$ cat src/rtl/seg7_pkg.sv
// Shared 7-segment definitions: decoded kinds, the active-low digit pattern
// table used by both the encoders and this monitor, and tracker types.
package seg7_pkg;

  typedef enum logic [1:0] {
    KIND_NUMBER  = 2'd0,
    KIND_BLANK   = 2'd1,
    KIND_INVALID = 2'd2
  } seg7_kind_t;

  // Segment patterns are active-low on bits 6:0 (g..a); all-ones is a dark digit.
  localparam logic [6:0] SEG7_BLANK = 7'h7F;
  localparam logic [6:0] SEG7_DIGIT [0:9] = '{
    7'h40, 7'h79, 7'h24, 7'h30, 7'h19,
    7'h12, 7'h02, 7'h78, 7'h00, 7'h10
  };

  typedef enum logic [1:0] {
    TRK_IDLE   = 2'd0,
    TRK_TRACK  = 2'd1,
    TRK_LOCKED = 2'd2
  } trk_state_t;

  typedef struct packed {
    seg7_kind_t kind;
    logic [3:0] number;
    logic       dp;
  } seg7_entry_t;

endpackage

$ cat src/rtl/seg7_scan_monitor_if.sv
// Change-event port of the scan monitor: one pending event, valid/ready transfer.
interface seg7_scan_monitor_if;
  logic                   evt_valid;
  logic                   evt_ready;
  logic [2:0]             evt_digit;
  seg7_pkg::seg7_kind_t   evt_kind;
  logic [3:0]             evt_number;
  logic                   evt_dp;

  modport master (
    output evt_valid, evt_digit, evt_kind, evt_number, evt_dp,
    input  evt_ready
  );

  modport slave (
    input  evt_valid, evt_digit, evt_kind, evt_number, evt_dp,
    output evt_ready
  );
endinterface

$ cat src/rtl/seg7_pattern_decode.sv
// Combinational decode of an active-low segment pattern (g..a) into
// number / blank / invalid using the shared pattern table.
module seg7_pattern_decode
  import seg7_pkg::*;
(
  input  logic [6:0]  seg,
  output seg7_kind_t  kind,
  output logic [3:0]  number
);

  // NOTE: every output gets a default before any branch so no latch is inferred.
  always_comb begin
    kind   = KIND_INVALID;
    number = '0;
    if (seg == SEG7_BLANK) kind = KIND_BLANK;
    for (int i = 0; i < 10; i++) begin
      if (seg == SEG7_DIGIT[i]) begin
        kind   = KIND_NUMBER;
        number = 4'(i);
      end
    end
  end

endmodule

$ cat src/rtl/seg7_scan_monitor.sv
// Watches a multiplexed active-low 7-segment bus, debounces each digit's
// pattern, keeps a per-digit table and reports changes through one event slot.
module seg7_scan_monitor
  import seg7_pkg::*;
#(
  parameter int DIGITS        = 4,
  parameter int STABLE_CYCLES = 4
) (
  input  logic                  clk,
  input  logic                  rst_n,
  input  logic [DIGITS-1:0]     an,
  input  logic [7:0]            seg,
  seg7_scan_monitor_if.master   evt,
  output logic [4*DIGITS-1:0]   numbers,
  output logic [2*DIGITS-1:0]   kinds,
  output logic                  sel_err,
  output logic                  overrun,
  input  logic                  err_clr
);

  localparam int               CNT_W   = $clog2(STABLE_CYCLES + 1);
  localparam logic [CNT_W-1:0] CNT_ONE = CNT_W'(1);
  localparam logic [CNT_W-1:0] CNT_MAX = CNT_W'(STABLE_CYCLES);

  logic [DIGITS-1:0] an_q;
  logic [7:0]        seg_q;

  // NOTE: sequential state uses non-blocking assignments so every flop samples pre-edge values.
  always_ff @(posedge clk or negedge rst_n) begin
    if (!rst_n) begin
      an_q  <= '1;
      seg_q <= '1;
    end else begin
      an_q  <= an;
      seg_q <= seg;
    end
  end

  logic       slot_valid;
  logic       slot_multi;
  logic [2:0] slot_idx;

  always_comb begin
    slot_valid = $onehot(~an_q);
    slot_multi = $countones(~an_q) > 1;
    slot_idx   = '0;
    for (int i = 0; i < DIGITS; i++) begin
      if (!an_q[i]) slot_idx = 3'(i);
    end
  end

  seg7_kind_t  dec_kind;
  logic [3:0]  dec_number;
  seg7_entry_t cur_entry;

  seg7_pattern_decode u_decode (
    .seg    (seg_q[6:0]),
    .kind   (dec_kind),
    .number (dec_number)
  );

  assign cur_entry = '{kind: dec_kind, number: dec_number, dp: ~seg_q[7]};

  // Tracker: a sample is "the same" only if both digit index and full seg byte match.
  trk_state_t       state, state_n;
  logic [CNT_W-1:0] cnt, cnt_n;
  logic [2:0]       trk_idx, trk_idx_n;
  logic [7:0]       trk_seg, trk_seg_n;
  logic             commit;

  always_ff @(posedge clk or negedge rst_n) begin
    if (!rst_n) begin
      state   <= TRK_IDLE;
      cnt     <= '0;
      trk_idx <= '0;
      trk_seg <= '1;
    end else begin
      state   <= state_n;
      cnt     <= cnt_n;
      trk_idx <= trk_idx_n;
      trk_seg <= trk_seg_n;
    end
  end

  always_comb begin
    state_n   = state;
    cnt_n     = cnt;
    trk_idx_n = trk_idx;
    trk_seg_n = trk_seg;
    commit    = 1'b0;
    if (!slot_valid) begin
      state_n = TRK_IDLE;
      cnt_n   = '0;
    end else if (state == TRK_IDLE || slot_idx != trk_idx || seg_q != trk_seg) begin
      state_n   = TRK_TRACK;
      cnt_n     = CNT_ONE;
      trk_idx_n = slot_idx;
      trk_seg_n = seg_q;
      if (CNT_ONE == CNT_MAX) begin
        commit  = 1'b1;
        state_n = TRK_LOCKED;
      end
    end else if (state == TRK_TRACK) begin
      cnt_n = (cnt == CNT_MAX) ? cnt : cnt + CNT_ONE;
      if (cnt_n == CNT_MAX) begin
        commit  = 1'b1;
        state_n = TRK_LOCKED;
      end
    end
  end

  // Entry table; the commit always targets the slot currently on the bus.
  seg7_entry_t table_q [DIGITS];
  seg7_entry_t old_entry;
  logic        evt_gen;

  always_comb begin
    old_entry = table_q[0];
    for (int i = 0; i < DIGITS; i++) begin
      if (slot_idx == 3'(i)) old_entry = table_q[i];
    end
    evt_gen = commit && (cur_entry != old_entry);
  end

  // NOTE: the table is reset because its contents are visible on ports; BLANK matches a dark display.
  always_ff @(posedge clk or negedge rst_n) begin
    if (!rst_n) begin
      for (int i = 0; i < DIGITS; i++) begin
        table_q[i] <= '{kind: KIND_BLANK, number: 4'd0, dp: 1'b0};
      end
    end else begin
      for (int i = 0; i < DIGITS; i++) begin
        if (commit && slot_idx == 3'(i)) table_q[i] <= cur_entry;
      end
    end
  end

  always_comb begin
    numbers = '0;
    kinds   = '0;
    for (int i = 0; i < DIGITS; i++) begin
      numbers[4*i +: 4] = table_q[i].number;
      kinds[2*i +: 2]   = table_q[i].kind;
    end
  end

  // Event holder: a transfer frees the slot in the same cycle a new event may load.
  logic        evt_valid_q;
  seg7_entry_t evt_entry_q;
  logic [2:0]  evt_digit_q;
  logic        xfer;
  logic        drop;

  assign xfer = evt_valid_q & evt.evt_ready;
  assign drop = evt_gen & evt_valid_q & ~xfer;

  always_ff @(posedge clk or negedge rst_n) begin
    if (!rst_n) begin
      evt_valid_q <= 1'b0;
      evt_entry_q <= '0;
      evt_digit_q <= '0;
      sel_err     <= 1'b0;
      overrun     <= 1'b0;
    end else begin
      if (evt_gen && (!evt_valid_q || xfer)) begin
        evt_valid_q <= 1'b1;
        evt_entry_q <= cur_entry;
        evt_digit_q <= slot_idx;
      end else if (xfer) begin
        evt_valid_q <= 1'b0;
      end
      sel_err <= err_clr ? 1'b0 : (sel_err | slot_multi);
      overrun <= err_clr ? 1'b0 : (overrun | drop);
    end
  end

  assign evt.evt_valid  = evt_valid_q;
  assign evt.evt_digit  = evt_digit_q;
  assign evt.evt_kind   = evt_entry_q.kind;
  assign evt.evt_number = evt_entry_q.number;
  assign evt.evt_dp     = evt_entry_q.dp;

endmodule

$ cat src/flat_wrapper.sv
// flat-port wrapper written by rule: the top's interface ports become plain ports
module seg7_scan_monitor_flat import seg7_pkg::*;
#(
  parameter int DIGITS        = 4,
  parameter int STABLE_CYCLES = 4
)
  (clk, rst_n, an, seg, numbers, kinds, sel_err, overrun, err_clr, evt_evt_valid, evt_evt_digit, evt_evt_kind, evt_evt_number, evt_evt_dp, evt_evt_ready);
  seg7_scan_monitor_if evt_i ();
  input  logic clk;
  input  logic rst_n;
  input  logic [DIGITS-1:0] an;
  input  logic [7:0] seg;
  output logic [4*DIGITS-1:0] numbers;
  output logic [2*DIGITS-1:0] kinds;
  output logic sel_err;
  output logic overrun;
  input  logic err_clr;
  output wire logic [$bits(evt_i.evt_valid)-1:0] evt_evt_valid;
  output wire logic [$bits(evt_i.evt_digit)-1:0] evt_evt_digit;
  output wire logic [$bits(evt_i.evt_kind)-1:0] evt_evt_kind;
  output wire logic [$bits(evt_i.evt_number)-1:0] evt_evt_number;
  output wire logic [$bits(evt_i.evt_dp)-1:0] evt_evt_dp;
  input wire logic [$bits(evt_i.evt_ready)-1:0] evt_evt_ready;
  assign evt_evt_valid = evt_i.evt_valid;
  assign evt_evt_digit = evt_i.evt_digit;
  assign evt_evt_kind = evt_i.evt_kind;
  assign evt_evt_number = evt_i.evt_number;
  assign evt_evt_dp = evt_i.evt_dp;
  assign evt_i.evt_ready = evt_evt_ready;
  seg7_scan_monitor #(.DIGITS(DIGITS), .STABLE_CYCLES(STABLE_CYCLES)) u_core (.clk(clk), .rst_n(rst_n), .an(an), .seg(seg), .evt(evt_i), .numbers(numbers), .kinds(kinds), .sel_err(sel_err), .overrun(overrun), .err_clr(err_clr));
endmodule
$ cat config.mk
export PLATFORM = sky130hd
export DESIGN_NAME = seg7_scan_monitor_flat
export DESIGN_NICKNAME = d
export VERILOG_FILES = /design/src/rtl/seg7_pkg.sv /design/src/rtl/seg7_scan_monitor_if.sv /design/src/rtl/seg7_pattern_decode.sv /design/src/rtl/seg7_scan_monitor.sv /design/src/flat_wrapper.sv
export SDC_FILE = /design/constraint.sdc
export NUM_CORES = 1
export LEC_CHECK = 0
export CAP_MARGIN = 25
export CORE_AREA = 2 2 88 90
export CTS_BUF_LIST = sky130_fd_sc_hd__clkbuf_8
export DETAILED_ROUTE_END_ITERATION = 6
export DIE_AREA = 0 0 90 92
export PLACE_DENSITY = 0.78
export SYNTH_ARGS = -nofsm -noshare
export SYNTH_HDL_FRONTEND = slang
export SYNTH_SLANG_ARGS = --single-unit
$ cat constraint.sdc
create_clock -name clk -period 2.9 [get_ports clk]
set_input_delay 0.29 -clock clk [delete_from_list [all_inputs] [get_ports clk]]
set_output_delay 0.29 -clock clk [all_outputs]
set_load 0.005 [all_outputs]
==> metrics.md <==
| Metric | Value |
|---|---|
| Most frequent cell after synthesis | dfrtp_1 |
| Flops & latches, synth | 67 |
| EDFF count, synth | 0 |
| Max Fanout on Critical Path | 6 |
| Wirelength per Cell | 17.2 µm |
| Distinct cell type count after synthesis | 56 |
| Worst skew pair latency | 0.35 ns |
| Max Clock Skew | 0.0118 ns |
| Fin cells | 474 |
| Worst path arrival time | 3.05 ns |
| Antenna violations before repair | 0 |
| Outcome | complete, no violations |
| Via-per-instance ratio | 5.53 |
| Clock-pin transition on the worst setup and hold timing paths | 0.08 ns |
| Commonest cells in the synthesized netlist | dfrtp_1 (43), nand2_1 (37), buf_4 (25), dfstp_2 (24), mux2_2 (23) |
| Largest net degree at the start of global routing | 37 |
| Biggest area consumer among synthesized cells | dfrtp_1 |
| R2r endpoint | u_core.numbers[8] |
| Number of global-route vias before repair | 2671 |
| Share of layout cells above drive strength 1 | 29.6% |
| PwrDens | 523 mW/mm² |
| Row count | 32 |
| H-tree depth | 3 |
| Max Root-Sink Buffers | 2 |
| Die Y | 92 µm |
| Cell-internal power | 1.69 mW |
| Area share of the largest cell type after synthesis | 29.3% |
| First-pass GRT wire length | 13400 µm |
| Synthesized area | 0.00368 mm² |
| # DRC | 0 |
| Synth Instances | 332 |
| Gpl congestion | 0.794 |
| Router iterations before antenna repair | 4 |
| Async S/R FF share, synth | 100% |
| Max Cap Viol | 0 |
| DR iter-0 viols | 204 |
| Combinational Power Share | 16.0% |
| Sequential share of power | 48.8% |
| VDD IR max | 0.326 mV |
| Hold Fails Final Rpt | 0 |
| # setup viols final | 0 |
| Gr usage total | 20.8% |
| WS Path Type | reg2reg |
| Area contributors post-synth | dfrtp_1 (29%), dfstp_2 (17%), mux2_2 (7.0%), buf_4 (5.1%), mux4_2 (4.3%) |
| Antenna diode count | 0 |
| Worst Setup SP | u_core.an_q[3] |
| Final HPWL DP | 5610 µm |
| Relative slew slack | 46.8% |
| Synthesized Nets | 355 |
| Part of the cycle the worst path needs | 96.8% |
| Clock power frac | 35.2% |
| Area Growth Syn to Fin | 20.9% |
| # fillers | 629 |
| I/O pin cnt | 53 |
| Ys flop type | dfrtp_1 |
| Fin util | 59.7% |
| Die X | 90 µm |
| Measured slew at the worst slew-check pin | 0.798 ns |
| Seq/Total Area, Yosys | 46.4% |
| Switch Pwr | 0.636 mW |
| Max Slew Vio Count | 0 |
| WP data required | 3.14 ns |
| Final wirelength | 8130 µm |
| Peak Freq | 0.356 GHz |
| Seq. cell area | 0.00171 mm² |
| Final nets | 390 |
| Clk sinks | 67 |
| Setup slack, reg-to-reg | 0.09 ns |
| RSZ-0062 raised after global routing | no |
| Switch share | 27.3% |
| Min-delay worst type | in2async |
| Period minus WS final | 2.81 ns |
| Overflow after GRT | 0 |
| Via count | 2619 |
| P_leak | 1.95 nW |
| CP endpoint kind | flip-flop |
| Area of the multi-input gates | 0.00170 mm² |
| Core region area | 0.00745 mm² |
| TritonCTS clock tree | done |
| Port Buf Inserts | 51 |
| Die footprint | 0.00828 mm² |
| R2R depth | 10 |
| TritonCTS buffer count | 9 |
| Worst r2r src | u_core.an_q[3] |
| Yosys warnings | 0 |
| Post-route ant nets | 0 |
| Clock root buffer master | clkbuf_8 |
| Dpl cells | 456 |
| Starting density of the core | 49.4% |
| Startpoint Class | flip-flop |
| Syn Area/Cell | 11.1 µm² |
[how the worst max path moves through the flow]
stage / to / slack, ns
after CTS: u_core.kinds[3] / 0.0002
after floorplan: u_core.kinds[1] / 0.02
after global routing: u_core.table_q[14] / 0.003
after detailed placement: u_core.evt.evt_number[0] / -0.003
final: u_core.numbers[8] / 0.09
after global placement: u_core.kinds[3] / 0.06
[sequential cells by signal, summed over array words and instances, names as in the netlist, 3 cells and up]
register and cells:
u_core.seg_q 8, u_core.an_q 4, u_core.trk_seg 8, u_core.cnt 3
u_core.evt.evt_number 4, u_core.kinds 8, u_core.numbers 16, u_core.table_q 4
[routing by layer]
layer	GRT usage, %	part of all wire, %	vias to the layer above	routed length (µm)
met5	0	0	-	0
met1	26.2	43	1310	3490
met4	5.51	0.98	0	80
li1	-	-	1224	-
met2	34.4	50	76	4100
met3	7.15	5.8	9	470
[cells by family after synthesis]
logic type | synth area share (%)
XOR/XNOR | 3.81
multiplexers | 11.3
adder cells (fa/ha/maj) | 2.59
flip-flops | 46.4
other | 0.102
buffers and inverters | 8.64
AO/OA/AOI/OAI | 11.7
AND/OR/NAND/NOR | 15.5
[through the flow]
stage	cell area, µm²	hold WS [ns]	TNS (ns)	power [mW]	setup WS, ns
finish	4450	0.0269	0	2.33	0.0926
global route	4450	0.0635	0	2.44	0.00251
global placement	4180	0.407	0	1.49	0.0617
detailed placement	4180	0.414	-0.00346	1.51	-0.00346
CTS	4390	0.0327	0	2.34	0.000170
floorplan	3680	-0.00559	0	1.39	0.0150
[final cells by class]
class,instances,area share (%)
Sequential cell,67,38.4
Multi-Input combinational cell,211,38.1
Timing Repair Buffer,70,15.2
Clock buffer,11,3.40
Tap cell,102,2.87
Clock inverter,5,1.35
Inverter,8,0.675
[layout by cell type (no fill, tap or decap), types with 7 or more instances in the layout]
master / count
clkbuf_8: 11
a21oi_1: 7
clkdlybuf4s50_1: 50
mux2_2: 23
nor2_1: 9
o21ai_0: 13
nand4_1: 8
buf_4: 16
dfstp_2: 24
nand3_1: 8
mux4_2: 7
xnor2_1: 12
nand2_1: 37
dfrtp_1: 43
[repair_timing]
| item | CTS | global route |
|---|---|---|
| gates resized for setup | 2 | 10 |
| hold buffers | 0 | 0 |
| setup buffers | 0 | 2 |
| endpoints found under the setup margin | 14 | 39 |
| pin swaps | 2 | 12 |
[critical path, cell delays in order, from the launching register on]
cell and delay, ns:
dfstp_2 0.56, inv_2 0.07, ha_4 0.24, ha_2 0.18, fa_1 0.59, nor2_2 0.05
and2_4 0.14, and3_2 0.21, nand3b_1 0.14, buf_4 0.18, mux2_2 0.34
[power by group through the flow]
stage               clock network [mW]  registers, mW  logic, mW
floorplan                            0           1.12      0.274
global placement                     0           1.14      0.347
detailed placement                   0           1.15      0.360
CTS                              0.842           1.13      0.361
global route                     0.875           1.15      0.414
finish                           0.820           1.13      0.373
No activity file was read; power rests on OpenSTA's default activity.
